[src/rtl/hazard_stall_ctrl_pkg.sv]
// Shared pipeline constants: FSM encoding, register-zero index and opcode values
// used by the hazard/stall control slice.
package hazard_stall_ctrl_pkg;

    typedef enum logic {
        RUN      = 1'b0,
        MDU_BUSY = 1'b1
    } haz_state_e;

    localparam logic [4:0] REG_ZERO = 5'd0;

    localparam logic [6:0] OP_LOAD   = 7'b0000011;
    localparam logic [6:0] OP_STORE  = 7'b0100011;
    localparam logic [6:0] OP_BRANCH = 7'b1100011;
    localparam logic [6:0] OP_JAL    = 7'b1101111;
    localparam logic [6:0] OP_JALR   = 7'b1100111;
    localparam logic [6:0] OP_ALU    = 7'b0110011;
    localparam logic [6:0] OP_ALUI   = 7'b0010011;

endpackage

[src/rtl/hazard_stall_ctrl_load_use_detect.sv]
// Load-use hazard comparator: a load in EX whose destination feeds either ID source.
import hazard_stall_ctrl_pkg::*;

module load_use_detect (
    input  logic       ex_memread,
    input  logic [4:0] ex_rd_ind,
    input  logic [4:0] id_rs1_ind,
    input  logic [4:0] id_rs2_ind,
    output logic       load_use
);

    assign load_use = ex_memread & (ex_rd_ind != REG_ZERO) &
                      ((ex_rd_ind == id_rs1_ind) | (ex_rd_ind == id_rs2_ind));

endmodule

[src/rtl/hazard_stall_ctrl.sv]
// Pipeline hazard/stall controller: branch flush, load-use stall, multi-cycle MDU hold
// and imem wait. Optional performance counters enabled by macro HAZ_PERF_CNT_EN.
import hazard_stall_ctrl_pkg::*;

module hazard_stall_ctrl #(
    parameter int unsigned MDU_LATENCY = 8
) (
    input  logic        clk,
    input  logic        rst,
    input  logic [4:0]  id_rs1_ind,
    input  logic [4:0]  id_rs2_ind,
    input  logic        id_mdu_op,
    input  logic        ex_memread,
    input  logic [4:0]  ex_rd_ind,
    input  logic        ex_branch_taken,
    input  logic        imem_ready,
    output logic        pc_write,
    output logic        if_id_write,
    output logic        if_flush,
    output logic        id_ex_bubble,
    output logic        mdu_busy,
    output logic        mdu_done,
    output logic [31:0] stall_cnt,
    output logic [15:0] flush_cnt
);

    // The issue cycle in RUN is the first stall cycle, so MDU_BUSY lasts
    // MDU_LATENCY-1 cycles (counter values MDU_LATENCY-2 down to 0).
    localparam logic [7:0] MDU_LOAD = 8'(MDU_LATENCY - 2);

    haz_state_e state_q, state_d;
    logic [7:0] mdu_cnt_q, mdu_cnt_d;
    logic       load_use;

    load_use_detect u_load_use_detect (
        .ex_memread (ex_memread),
        .ex_rd_ind  (ex_rd_ind),
        .id_rs1_ind (id_rs1_ind),
        .id_rs2_ind (id_rs2_ind),
        .load_use   (load_use)
    );

    always_comb begin
        state_d      = state_q;
        mdu_cnt_d    = mdu_cnt_q;
        pc_write     = 1'b1;
        if_id_write  = 1'b1;
        if_flush     = 1'b0;
        id_ex_bubble = 1'b0;
        mdu_busy     = 1'b0;
        mdu_done     = 1'b0;
        unique case (state_q)
            RUN: begin
                if (ex_branch_taken) begin
                    if_flush     = 1'b1;
                    id_ex_bubble = 1'b1;
                end else if (load_use) begin
                    pc_write     = 1'b0;
                    if_id_write  = 1'b0;
                    id_ex_bubble = 1'b1;
                end else if (id_mdu_op) begin
                    pc_write    = 1'b0;
                    if_id_write = 1'b0;
                    state_d     = MDU_BUSY;
                    mdu_cnt_d   = MDU_LOAD;
                end else if (!imem_ready) begin
                    pc_write = 1'b0;
                    if_flush = 1'b1;
                end
            end
            MDU_BUSY: begin
                pc_write     = 1'b0;
                if_id_write  = 1'b0;
                id_ex_bubble = 1'b1;
                mdu_busy     = 1'b1;
                if (mdu_cnt_q == 8'd0) begin
                    state_d  = RUN;
                    mdu_done = 1'b1;
                end else begin
                    mdu_cnt_d = mdu_cnt_q - 8'd1;
                end
            end
            default: state_d = RUN;
        endcase
    end

    always_ff @(posedge clk or posedge rst) begin
        if (rst) begin
            state_q   <= RUN;
            mdu_cnt_q <= 8'd0;
        end else begin
            state_q   <= state_d;
            mdu_cnt_q <= mdu_cnt_d;
        end
    end

`ifdef HAZ_PERF_CNT_EN
    logic [31:0] stall_cnt_q, stall_cnt_d;
    logic [15:0] flush_cnt_q, flush_cnt_d;

    // Both counters saturate rather than wrap.
    always_comb begin
        stall_cnt_d = stall_cnt_q;
        flush_cnt_d = flush_cnt_q;
        if (!pc_write && (stall_cnt_q != '1))
            stall_cnt_d = stall_cnt_q + 32'd1;
        if (if_flush && if_id_write && ex_branch_taken && (flush_cnt_q != '1))
            flush_cnt_d = flush_cnt_q + 16'd1;
    end

    always_ff @(posedge clk or posedge rst) begin
        if (rst) begin
            stall_cnt_q <= '0;
            flush_cnt_q <= '0;
        end else begin
            stall_cnt_q <= stall_cnt_d;
            flush_cnt_q <= flush_cnt_d;
        end
    end

    assign stall_cnt = stall_cnt_q;
    assign flush_cnt = flush_cnt_q;
`else
    assign stall_cnt = '0;
    assign flush_cnt = '0;
`endif

endmodule
[config.mk]
export PLATFORM = sky130hd
export DESIGN_NAME = hazard_stall_ctrl
export DESIGN_NICKNAME = d
export VERILOG_FILES = /design/src/rtl/hazard_stall_ctrl_pkg.sv /design/src/rtl/hazard_stall_ctrl_load_use_detect.sv /design/src/rtl/hazard_stall_ctrl.sv
export SDC_FILE = /design/constraint.sdc
export NUM_CORES = 1
export LEC_CHECK = 0
export ABC_CLOCK_PERIOD_IN_PS = 2400
export CAP_MARGIN = 40
export CORE_MARGIN = 8
export CORE_UTILIZATION = 32
export CTS_CLUSTER_DIAMETER = 60
export DETAILED_ROUTE_END_ITERATION = 16
export PLACE_DENSITY = 0.79
export SETUP_SLACK_MARGIN = 0.2
export SLEW_MARGIN = 5
export SYNTH_ARGS = -nofsm -noshare
export SYNTH_HDL_FRONTEND = slang
export SYNTH_SLANG_ARGS = --single-unit
export TNS_END_PERCENT = 30
[constraint.sdc]
create_clock -name clk -period 2.4 [get_ports clk]
set_input_delay 0.6 -clock clk [delete_from_list [all_inputs] [get_ports clk]]
set_output_delay 0.6 -clock clk [all_outputs]
set_load 0.05 [all_outputs]
# Word level (Yosys, flattened, before mapping)
# Cells that the tools add are included.
totals:
  reg_bits: 9
  out_inout_bits: 54
  wordCells: 46
  input_bits: 21
classes:
  eq_ne: 6
  addsub: 1
  mux: 30
  n_bitwise: 4
  n_reduce_logical: 3
ops:
  columns: ["cell", "n"]
  rows:
  - ["2-to-1 mux 8 bit", 4]
  - ["2-to-1 mux 1 bit", 21]
  - ["one-hot mux 8 bit (2 select lines)", 1]
  - ["== test 5 bit", 2]
  - ["zero test 8 bit", 1]
  - ["!= test 2 bit, second input constant", 4]
  - ["one-hot mux 1 bit (2 select lines)", 4]
  - ["subtractor 8 x 1 -> 8 bit, second input constant", 1]
  - ["nonzero test 5 bit", 1]
  - ["AND reduction 4 bit", 1]
  - ["bitwise AND 1 bit", 2]
  - ["NOT 1 bit", 1]
  - ["OR 1 bit", 1]

# Longest topological paths before layout
# Gate-level depths: netlist of the first run.
depth:
  ltp_word: 6
  depth_mapped: 7
  depth_no_buf: 6

# Cells and area by module
# A second synthesis of the first run with hierarchy kept.
hier_totals:
  hier_cells: 121
  hier_area_um2: 1027.2
by_module_without_submodules:
  columns: ["module", "cells_each", "n_inst", "seq_area_each_um2", "area_each_um2"]
  rows:
  - ["hazard_stall_ctrl", 104, 1, 225.2, 902.1]
  - ["load_use_detect", 17, 1, 0.0, 125.1]

# Worst setup path before layout of the first run
# No wires, ideal clock.
synth_timing:
  kind: "flip-flop to output port"
  startpoint: "reg state_q"
  endpoint: "out if_flush"
  stages_incl_launch_ff: 4
  required_ns: 1.800
  t_arrival_ns: 2.716
  n_path_buf: 2
  path_slack_ns: -0.916
  path_cell_list: "dfrtp_1 -> clkbuf_1 -> clkbuf_1 -> o41ai_1"
synth_between:
  elab_chain_cells: 1
synth_rtl:
  columns: ["item", "line_no", "text"]
  rows:
  - ["start: declaration", "hazard_stall_ctrl.sv:31", "haz_state_e state_q, state_d;"]
  - ["start signal: assignment", "hazard_stall_ctrl.sv:92", "state_q <= state_d;"]
  - ["2-to-1 mux 1 bit", "hazard_stall_ctrl.sv:52", "unique case (state_q)"]
  - ["end: declaration", "hazard_stall_ctrl.sv:19", "output logic if_flush,"]
# No other way between the ends.

# Worst setup path after layout of the first run
layout_timing:
  startpoint: "in ex_rd_ind[3]"
  endpoint: "out pc_write"
layout_between:
  elab_chain_cells: 6
  elab_cells_between_ends: 9
  classes_between: "eq/ne: 2; mux: 3; bitwise: 3; reduce/logical: 1"
layout_rtl:
  columns: ["item", "line_no", "text"]
  rows:
  - ["start: declaration", "hazard_stall_ctrl.sv:14", "input logic [4:0] ex_rd_ind,"]
  - ["== test 5 bit or nonzero test 5 bit (tied branches)", "hazard_stall_ctrl_load_use_detect.sv:13, hazard_stall_ctrl_load_use_detect.sv:12", null]
  - ["OR 1 bit or bitwise AND 1 bit (tied branches)", "hazard_stall_ctrl_load_use_detect.sv:13, hazard_stall_ctrl_load_use_detect.sv:12", null]
  - ["bitwise AND 1 bit (*)", "hazard_stall_ctrl_load_use_detect.sv:12", "assign load_use = ex_memread & (ex_rd_ind != REG_ZERO) &"]
  - ["2-to-1 mux 1 bit (*)", "hazard_stall_ctrl.sv:57", "end else if (load_use) begin"]
  - ["2-to-1 mux 1 bit (*)", "hazard_stall_ctrl.sv:54", "if (ex_branch_taken) begin"]
  - ["one-hot mux 1 bit (2 select lines) (*)", "hazard_stall_ctrl.sv:52", null]
  - ["end: declaration", "hazard_stall_ctrl.sv:17", "output logic pc_write,"]
# Mark *: on every way between the ends. The rest lies on a longest branch, timed or not.

==> metrics.md, run 1 <==
| Metric | Value |
|---|---|
| Crit-path slowest cell | `or3_4` |
| Max VDD drop | `0.434 mV` |
| GP Congestion | `0.835` |
| Post-synthesis mux area share | `0.0254` |
| Core footprint | `3690 um^2` |
| Synth Area in XOR/XNOR | `0.0711` |
| Routed WL | `3040 um` |
| Outcome | `finished, violations left` |
| Main synth FF type | `dfrtp_1` |
| Clock Pin Slew Worst Setup and Hold Paths | `0.05 ns` |
| Mean Syn Cell Area | `8.21 um^2` |
| Total gr overflow | `0` |
| CP arrival | `1.81 ns` |
| Die Wd | `78.0 um` |
| Vias | `1064` |
| CP peak stage delay | `0.40 ns` |
| Area grow syn2layout | `37.3%` |
| WL/cell | `12.5 um` |
| Number of synthesized flops with an enable pin | `0` |
| Final Util | `0.458` |
| # hold bufs at CTS | `0` |
| Fin cells | `243` |
| Worst Path Buf+Inv | `2` |
| Top-count cell post-synth | `buf_4` |
| Initial antenna violation count | `0` |
| Yosys reg bits | `9` |
| TritonCTS Buffers | `3` |
| Yosys cell types | `48` |
| Most frequent cells after synthesis | `48 x buf_4, 10 x xor2_1, 9 x dfrtp_1` |
| Ant diodes | `0` |
| Final worst setup slack | `-0.0123 ns` |
| Register area share after synthesis | `0.183` |
| Min Tclk post-route | `2.41 ns` |
| 1st-iter DRT viols | `17` |
| Synth top area share | `0.293` |
| Initial core utilization | `0.334` |
| Slew Limit Fails | `0` |
| Vias in the first global route | `1134` |
| Die height | `78.0 um` |
| Hold Vio Cnt, Final | `0` |
| Placed cells | `235` |
| Vias/cell | `4.38` |
| Simple-gate area share of the yosys netlist | `0.169` |
| Top cells by area, synth | `buf_4 29%, dfrtp_1 18%, xor2_1 7.1%` |
| Largest family of logic cells by synthesized area | `buffers and inverters` |
| CTS tree | `done` |
| I/O pin count | `75` |
| DRT Pass-1 Iters | `4` |
| Synth Instances | `150` |
| Crit Path Class | `in -> out` |
| Cell leakage power | `0.802 nW` |
| Largest net degree at the start of global routing | `13` |
| Layout cells sized above 1 | `0.359` |
| F_max | `0.415 GHz` |
| Ys Warns | `0` |
| Dpl hpwl | `2550 um` |
| PwrDens | `940 nW/um^2` |
| Die ar. | `6090 um^2` |
| H-tree lvl count | `1` |
| Worst Skew | `0.000387 ns` |
| Worst path required time | `1.80 ns` |
| Clock sinks | `9` |
| Synth Area in Adders | `0.0203` |
| Cell Area, Synth | `1230 um^2` |
| Number of remaining DRC errors | `0` |
| Final ANT Viol Nets | `0` |
| Max-cap viol count | `0` |
| CP max FO | `5` |
| Max Buffers Root-to-Sink | `2` |
| Ys async rst share | `1.00` |
| HP Class | `reg -> reg` |
| Final Cycle Share | `1.01` |
| CTS root buf | `clkbuf_8` |
| Nets | `219` |
| Skew-Pair Late Insertion Delay | `0.24 ns` |
| Worst Setup Start Kind | `input port` |
| All-Layer GR Usage | `0.0960` |
| Std cell rows | `22` |
| First-pass GRT wire length | `4910 um` |
| Finish-stage setup viols | `2` |
| Failing checks | `negative setup slack` |
| Port Buffer Count | `26` |
| Setup crit end kind | `primary output` |
| Critical path's top delay family | `compound AO/OA/AOI/OAI gates` |
| Synth Area in Compound Gates | `0.203` |
| Total power | `0.00159 W` |
| Dominant cell type by area after synthesis | `buf_4` |
| RSZ-0062 raised after global routing | `yes` |
| Worst-path cell chain | `buf_8 -> or3_4 -> o31ai_4 -> a31oi_2 -> o21ai_2 -> buf_12` |
[worst paths after layout]
path	start	endpoint	slack [ns]	depth (start not counted)
setup / recovery	ex_rd_ind[3]	pc_write	-0.01	6
hold / removal	state_q	state_q	0.54	1
setup reg to reg	mdu_cnt_q[4]	mdu_cnt_q[6]	0.55	3
hold reg to reg	state_q	state_q	0.54	1
max in group asynchronous	rst	mdu_cnt_q[3]	1.49	2
min in group asynchronous	rst	mdu_cnt_q[2]	0.63	2
[cells by family (layout without fill, tap and decap cells)]
kind of cell               count (synthesis)  in the layout
other                                      1             48
and+or+nand+nor                           36             36
xor gates and xnor gates                  10             10
adders and majority gates                  2              2
buffers and inverters                     58             56
AOI/OAI and AO/OA                         31             31
muxes                                      3              3
DFF                                        9              9
[worst reg2reg max path, delay by kind of cell, from the launching register on]
family             cells  cell delay, ns
and+or+nand+nor        2            1.15
DFF                    1            0.40
AOI/OAI and AO/OA      1            0.22
[sequential cells by signal (all words and copies together), names as in the netlist]
register,cells
mdu_cnt_q,8
state_q,1
[stage by stage]
stage	setup slack, ns	instance area, um^2	hold WS, ns	setup TNS [ns]
CTS	-0.0650	1670	0.538	-0.166
floorplan	0.0715	1470	0.428	0
detailed placement	-0.465	1570	0.531	-2.00
global placement	-0.455	1570	0.526	-1.88
global route	-0.0866	1690	0.577	-0.218
finish	-0.0123	1690	0.537	-0.0174
[repair_timing]
| action | 4_1_cts | 5_1_grt |
|---|---|---|
| setup endpoints to repair | 7 | 6 |
| resized for setup | 78 | 3 |
| endpoints found under the hold margin | 0 | 0 |
| setup buffers | 3 | 1 |
| pin swaps | 21 | 6 |
[final cells by class]
class,count,area (um^2)
clock buffer,4,45.0
timing repair buffer,47,437
inverter,5,18.8
fill,378,2000
sequential,9,228
multi-input combinational,130,902
tap,48,60.1
[layer usage]
layer,track usage,vias to the layer above,share of wire
met1,0.0904,478,0.35
li1,-,530,-
met2,0.175,52,0.53
met3,0.0296,4,0.096
met4,0.0648,0,0.021
met5,0,-,0
[where the power goes]
group	internal [W]	total (W)	leakage (nW)	switching [W]
combinational	0.000453	0.00109	0.673	0.000639
sequential	0.000231	0.000313	0.106	0.0000824
clock	0.000116	0.000183	0.0228	0.0000669
[cell usage in the layout (no fill, tap or decap), drive strengths merged, types with 3 or more instances in the layout]
cell type	n
conb	48
clkbuf	4
buf	39
nor2b	3
clkdlybuf4s50	5
nand2b	3
nor3	4
dfrtp	9
nor2	7
o21ai	5
or4	3
xor2	10
inv	5
nand2	5
o31ai	5
Note: power is estimated with default switching activity, not from simulation.
==> run 2, diff against run 1 <==
--- a/config.mk
+++ b/config.mk
@@ -11,7 +11,7 @@
 export CORE_UTILIZATION = 32
 export CTS_CLUSTER_DIAMETER = 60
 export DETAILED_ROUTE_END_ITERATION = 16
-export PLACE_DENSITY = 0.79
+export PLACE_DENSITY_LB_ADDON = 0.25
 export SETUP_SLACK_MARGIN = 0.2
 export SLEW_MARGIN = 5
 export SYNTH_ARGS = -nofsm -noshare
==> metrics.md, run 2 (same netlist as run 1, synthesis figures left out) <==
| Metric | Value |
|---|---|
| HP Class | `reg -> reg` |
| CP max FO | `4` |
| Worst slack, placed | `-0.444 ns` |
| Vias in the first global route | `1145` |
| Crit Path Class | `in -> out` |
| Commonest non-fill, non-tap cell in the layout | `conb_1` |
| Layout cells sized above 1 | `0.344` |
| WL/cell | `13.6 um` |
| Vias | `1061` |
| Post-placement cell area | `1520 um^2` |
| CP arrival | `1.81 ns` |
| Total power | `0.00159 W` |
| Finish-stage setup viols | `3` |
| CTS tree | `done` |
| Max VDD drop | `0.285 mV` |
| Area grow syn2layout | `35.8%` |
| CP peak stage delay | `0.41 ns` |
| WHS Path Cells | `1` |
| Final ANT Viol Nets | `0` |
| Dpl hpwl | `2630 um` |
| Die ar. | `6090 um^2` |
| Hold Vio Cnt, Final | `0` |
| Number of remaining DRC errors | `0` |
| Slew @ Worst Pin | `0.504 ns` |
| RSZ-0062 raised after global routing | `yes` |
| Most flops, register | `mdu_cnt_q` |
| TritonCTS Buffers | `3` |
| Initial core utilization | `0.334` |
| R2R Setup Slk | `0.50 ns` |
| RR Endpoint | `mdu_cnt_q[3]` |
| First-pass GRT wire length | `5300 um` |
| Slew headroom | `0.663` |
| Max-cap viol count | `0` |
| Port Buffer Count | `26` |
| Initial antenna violation count | `0` |
| Nets | `213` |
| Outcome | `finished, violations left` |
| # hold bufs at CTS | `0` |
| Hold path startpoint | `mdu_cnt_q[1]` |
| Worst Skew | `0.00917 ns` |
| Final worst setup slack | `-0.00510 ns` |
| Worst-path cell chain | `buf_6 -> or3_4 -> o31ai_4 -> buf_4 -> o21ai_4 -> buf_12` |
| Die height | `78.0 um` |
| Setup crit end kind | `primary output` |
| Die Wd | `78.0 um` |
| Worst Setup Start Kind | `input port` |
| GP Congestion | `0.833` |
| Clock Pin Slew Worst Setup and Hold Paths | `0.04 ns` |
| Slew Limit Fails | `0` |
| Critical path's top delay family | `buffers and inverters` |
| Largest net degree at the start of global routing | `12` |
| Final Cycle Share | `1.00` |
| Worst path required time | `1.80 ns` |
| Fin cells | `237` |
| H-tree lvl count | `1` |
| Std cell rows | `22` |
| Skew-Pair Late Insertion Delay | `0.24 ns` |
| All-Layer GR Usage | `0.105` |
| Final Util | `0.453` |
| Placed cells | `228` |
| Max Buffers Root-to-Sink | `2` |
| Routed WL | `3230 um` |
| I/O pin count | `75` |
| DRT Pass-1 Iters | `4` |
| Worst Path Buf+Inv | `3` |
| Fin area | `1670 um^2` |
| 1st-iter DRT viols | `35` |
| PwrDens | `949 nW/um^2` |
| Clock sinks | `9` |
| Worst reg2reg path startpoint | `mdu_cnt_q[3]` |
| Biggest regs | `mdu_cnt_q x8, state_q x1` |
| Largest register FFs | `8` |
| Cell leakage power | `0.783 nW` |
| Most frequent cells in the layout | `48 x conb_1, 12 x buf_4, 8 x xor2_1, 7 x buf_2, 7 x dfrtp_1` |
| Min Tclk post-route | `2.41 ns` |
| Failing checks | `negative setup slack` |
| Worst reg2reg path depth | `4` |
| Crit-path slowest cell | `or3_4` |
| Vias/cell | `4.48` |
| Total gr overflow | `0` |
| Core footprint | `3690 um^2` |
| F_max | `0.416 GHz` |
| Ant diodes | `0` |
| Hold endpoint | `mdu_cnt_q[1]` |
| CTS root buf | `clkbuf_8` |
## run 2: repair_timing
item	4_1_cts	5_1_grt
buffers inserted	5	0
resized for setup	67	14
pin swaps	21	12
cloned	0	0
hold endpoints to repair	0	0
setup endpoints to repair	6	8
## run 2: power by group
| part | internal [W] | total [W] | leakage, nW | switching [W] |
|---|---|---|---|---|
| sequential | 0.000230 | 0.000342 | 0.106 | 0.000111 |
| clock | 0.000116 | 0.000181 | 0.0228 | 0.0000652 |
| combinational | 0.000437 | 0.00106 | 0.655 | 0.000627 |
| total | 0.000783 | 0.00159 | 0.783 | 0.000804 |
## run 2: metal layers
metal  wire [um]  global-route usage  vias to the layer above  part of all wire
li1            -                   -                      513                 -
met1        1210               0.109                      499              0.37
met2        1740               0.196                       45              0.54
met3         211              0.0296                        4             0.065
met4          68              0.0407                        0             0.021
met5           0                   0                        -                 0
## run 2: worst max path at each step
stage	from	endpoint	slack [ns]	cells past startpoint
global route	id_rs1_ind[2]	pc_write	-0.05	7
global placement	ex_rd_ind[2]	if_flush	-0.42	7
floorplan	id_rs1_ind[3]	if_flush	0.07	4
CTS	ex_rd_ind[0]	pc_write	-0.03	6
finish	ex_rd_ind[0]	id_ex_bubble	-0.005	6
detailed placement	ex_rd_ind[1]	if_flush	-0.44	7
## run 2: final cells by class
cell class              instances  area, um^2
well taps                      48        60.1
flip-flops and latches          9         228
multi-input cells             130         920
inverters                       5        18.8
fillers                       364        2020
clock buffers                   4        45.0
repair buffers                 41         400
## run 2: metrics by stage
step	hold slack, ns	TNS, ns
2_1_floorplan	0.428	0
3_3_place_gp	0.524	-1.68
3_5_place_dp	0.530	-1.88
4_1_cts	0.559	-0.0848
5_1_grt	0.571	-0.161
6_report	0.556	-0.00707
==> run 3, diff against run 2 <==
--- a/config.mk
+++ b/config.mk
@@ -7,7 +7,7 @@
 export LEC_CHECK = 0
 export ABC_CLOCK_PERIOD_IN_PS = 2400
 export CAP_MARGIN = 40
-export CORE_MARGIN = 8
+export CORE_MARGIN = 3
 export CORE_UTILIZATION = 32
 export CTS_CLUSTER_DIAMETER = 60
 export DETAILED_ROUTE_END_ITERATION = 16
==> constraint.sdc (replaced) <==
create_clock -name clk -period 2.4 [get_ports clk]
set_input_delay 0.36 -clock clk [delete_from_list [all_inputs] [get_ports clk]]
set_output_delay 0.36 -clock clk [all_outputs]
set_load 0.05 [all_outputs]
==> metrics.md, run 3 (same netlist as run 1, synthesis figures left out) <==
| Metric | Value |
|---|---|
| Std cell rows | `21` |
| Sw Share | `0.508` |
| CP max FO | `8` |
| Final ANT Viol Nets | `0` |
| First-pass GRT wire length | `4470 um` |
| Core footprint | `3520 um^2` |
| Hold slack | `0.388 ns` |
| Die height | `68.0 um` |
| Worst-path cell chain | `or4_1 -> nor3_4 -> buf_12` |
| Nets | `206` |
| Ant diodes | `0` |
| Critical path's top delay family | `simple AND/OR/NAND/NOR gates` |
| Initial antenna violation count | `0` |
| Crit Path Class | `reg -> out` |
| All-Layer GR Usage | `0.127` |
| Total power | `0.00153 W` |
| Int Pwr | `0.000752 W` |
| HP Class | `in -> async` |
| TritonCTS Buffers | `3` |
| GP Congestion | `0.772` |
| Finish-stage setup viols | `0` |
| Skew-Pair Late Insertion Delay | `0.24 ns` |
| F_max | `0.469 GHz` |
| Worst slack, placed | `-0.0457 ns` |
| Worst reg2reg path startpoint | `mdu_cnt_q[3]` |
| Slew @ Worst Pin | `0.650 ns` |
| Vias | `1026` |
| Outcome | `completed` |
| Vias in the first global route | `949` |
| RSZ-0062 raised after global routing | `yes` |
| Slew headroom | `0.567` |
| Worst Path Buf+Inv | `1` |
| Dpl hpwl | `2230 um` |
| Max VDD drop | `0.363 mV` |
| Largest register FFs | `8` |
| Setup crit end kind | `primary output` |
| Max Buffers Root-to-Sink | `2` |
| Final Cycle Share | `0.889` |
| Comb power frac | `0.673` |
| Commonest non-fill, non-tap cell in the layout | `conb_1` |
| CP peak stage delay | `0.67 ns` |
| Hold Vio Cnt, Final | `0` |
| DRT Pass-1 Iters | `4` |
| Max-cap viol count | `0` |
| CP Launch Point | `mdu_cnt_q[3]` |
| I/O pin count | `75` |
| Number of remaining DRC errors | `0` |
| Initial core utilization | `0.350` |
| Most flops, register | `mdu_cnt_q` |
| Worst reg2reg path depth | `3` |
| Die Wd | `68.0 um` |
| Port Buffer Count | `26` |
| Min Tclk post-route | `2.13 ns` |
| Die ar. | `4630 um^2` |
| Worst Skew | `0.000850 ns` |
| Cell leakage power | `0.738 nW` |
| Clock share of power | `0.119` |
| Worst Setup Start Kind | `flop` |
| Worst path required time | `2.04 ns` |
| Final Util | `0.450` |
| H-tree lvl count | `1` |
| Routed WL | `2770 um` |
| CP arrival | `1.77 ns` |
| 1st-iter DRT viols | `18` |
| PwrDens | `967 nW/um^2` |
| Area grow syn2layout | `28.6%` |
| Clock sinks | `9` |
| Crit-path slowest cell | `or4_1` |
| R2R Setup Slk | `0.41 ns` |
| Layout cells sized above 1 | `0.192` |
| Final worst setup slack | `0.267 ns` |
| Clock Pin Slew Worst Setup and Hold Paths | `0.05 ns` |
| # hold bufs at CTS | `0` |
| Total gr overflow | `0` |
| RR Endpoint | `mdu_cnt_q[6]` |
| Largest net degree at the start of global routing | `17` |
| P_sw | `0.000777 W` |
| Slew Limit Fails | `0` |
| Biggest regs | `mdu_cnt_q x8, state_q x1` |
| Most frequent cells in the layout | `48 x conb_1, 14 x dlygate4sd2_1, 9 x dfrtp_1, 7 x xor2_1, 7 x buf_4` |
| WL/cell | `12.2 um` |
| Vias/cell | `4.50` |
| Reg power frac | `0.208` |
| CTS tree | `done` |
| CTS root buf | `clkbuf_8` |
## run 3: power groups by stage
| stage | Sequential (W) | Combinational, W | Clock [W] |
|---|---|---|---|
| 6_report | 0.000319 | 0.00103 | 0.000182 |
| 3_3_place_gp | 0.000312 | 0.000972 | 0 |
| 5_1_grt | 0.000333 | 0.00112 | 0.000195 |
| 2_1_floorplan | 0.000300 | 0.000798 | 0 |
| 3_5_place_dp | 0.000317 | 0.000988 | 0 |
| 4_1_cts | 0.000317 | 0.00102 | 0.000188 |
## run 3: timing repair
item                                    in CTS  in global routing
buffers inserted                             1                  0
gates cloned                                 0                  0
pin swaps                                   10                  4
endpoints found under the setup margin       5                  4
resized for setup                           26                  4
## run 3: per-stage QoR
stage	cell area (um^2)	cells	TNS [ns]
finish	1580	228	0
global route	1580	228	0
CTS	1560	228	0
detailed placement	1460	223	-0.0725
global placement	1460	223	0
floorplan	1420	197	-0.0295
## run 3: final cells by class
class / count / area (um^2)
Clock buffer: 4 / 45.0
Fill cell: 380 / 1940
Inverter: 5 / 18.8
Multi-Input combinational cell: 130 / 877
Sequential cell: 9 / 225
Tap cell: 46 / 57.6
Timing Repair Buffer: 34 / 359
## run 3: worst max path at each step
stage	endpoint	slack, ns	depth (start not counted)
6_report	mdu_done	0.27	3
5_1_grt	mdu_done	0.18	3
4_1_cts	if_flush	0.19	6
3_5_place_dp	pc_write	-0.05	6
3_3_place_gp	pc_write	0.005	6
2_1_floorplan	if_flush	-0.03	3
## run 3: routing by layer
metal / vias to the layer above / wire length, um / global-route usage
li1: 501 / - / -
met1: 470 / 1110 / 0.151
met2: 50 / 1400 / 0.219
met3: 5 / 212 / 0.0230
met4: 0 / 49 / 0.0620
met5: - / 0 / 0
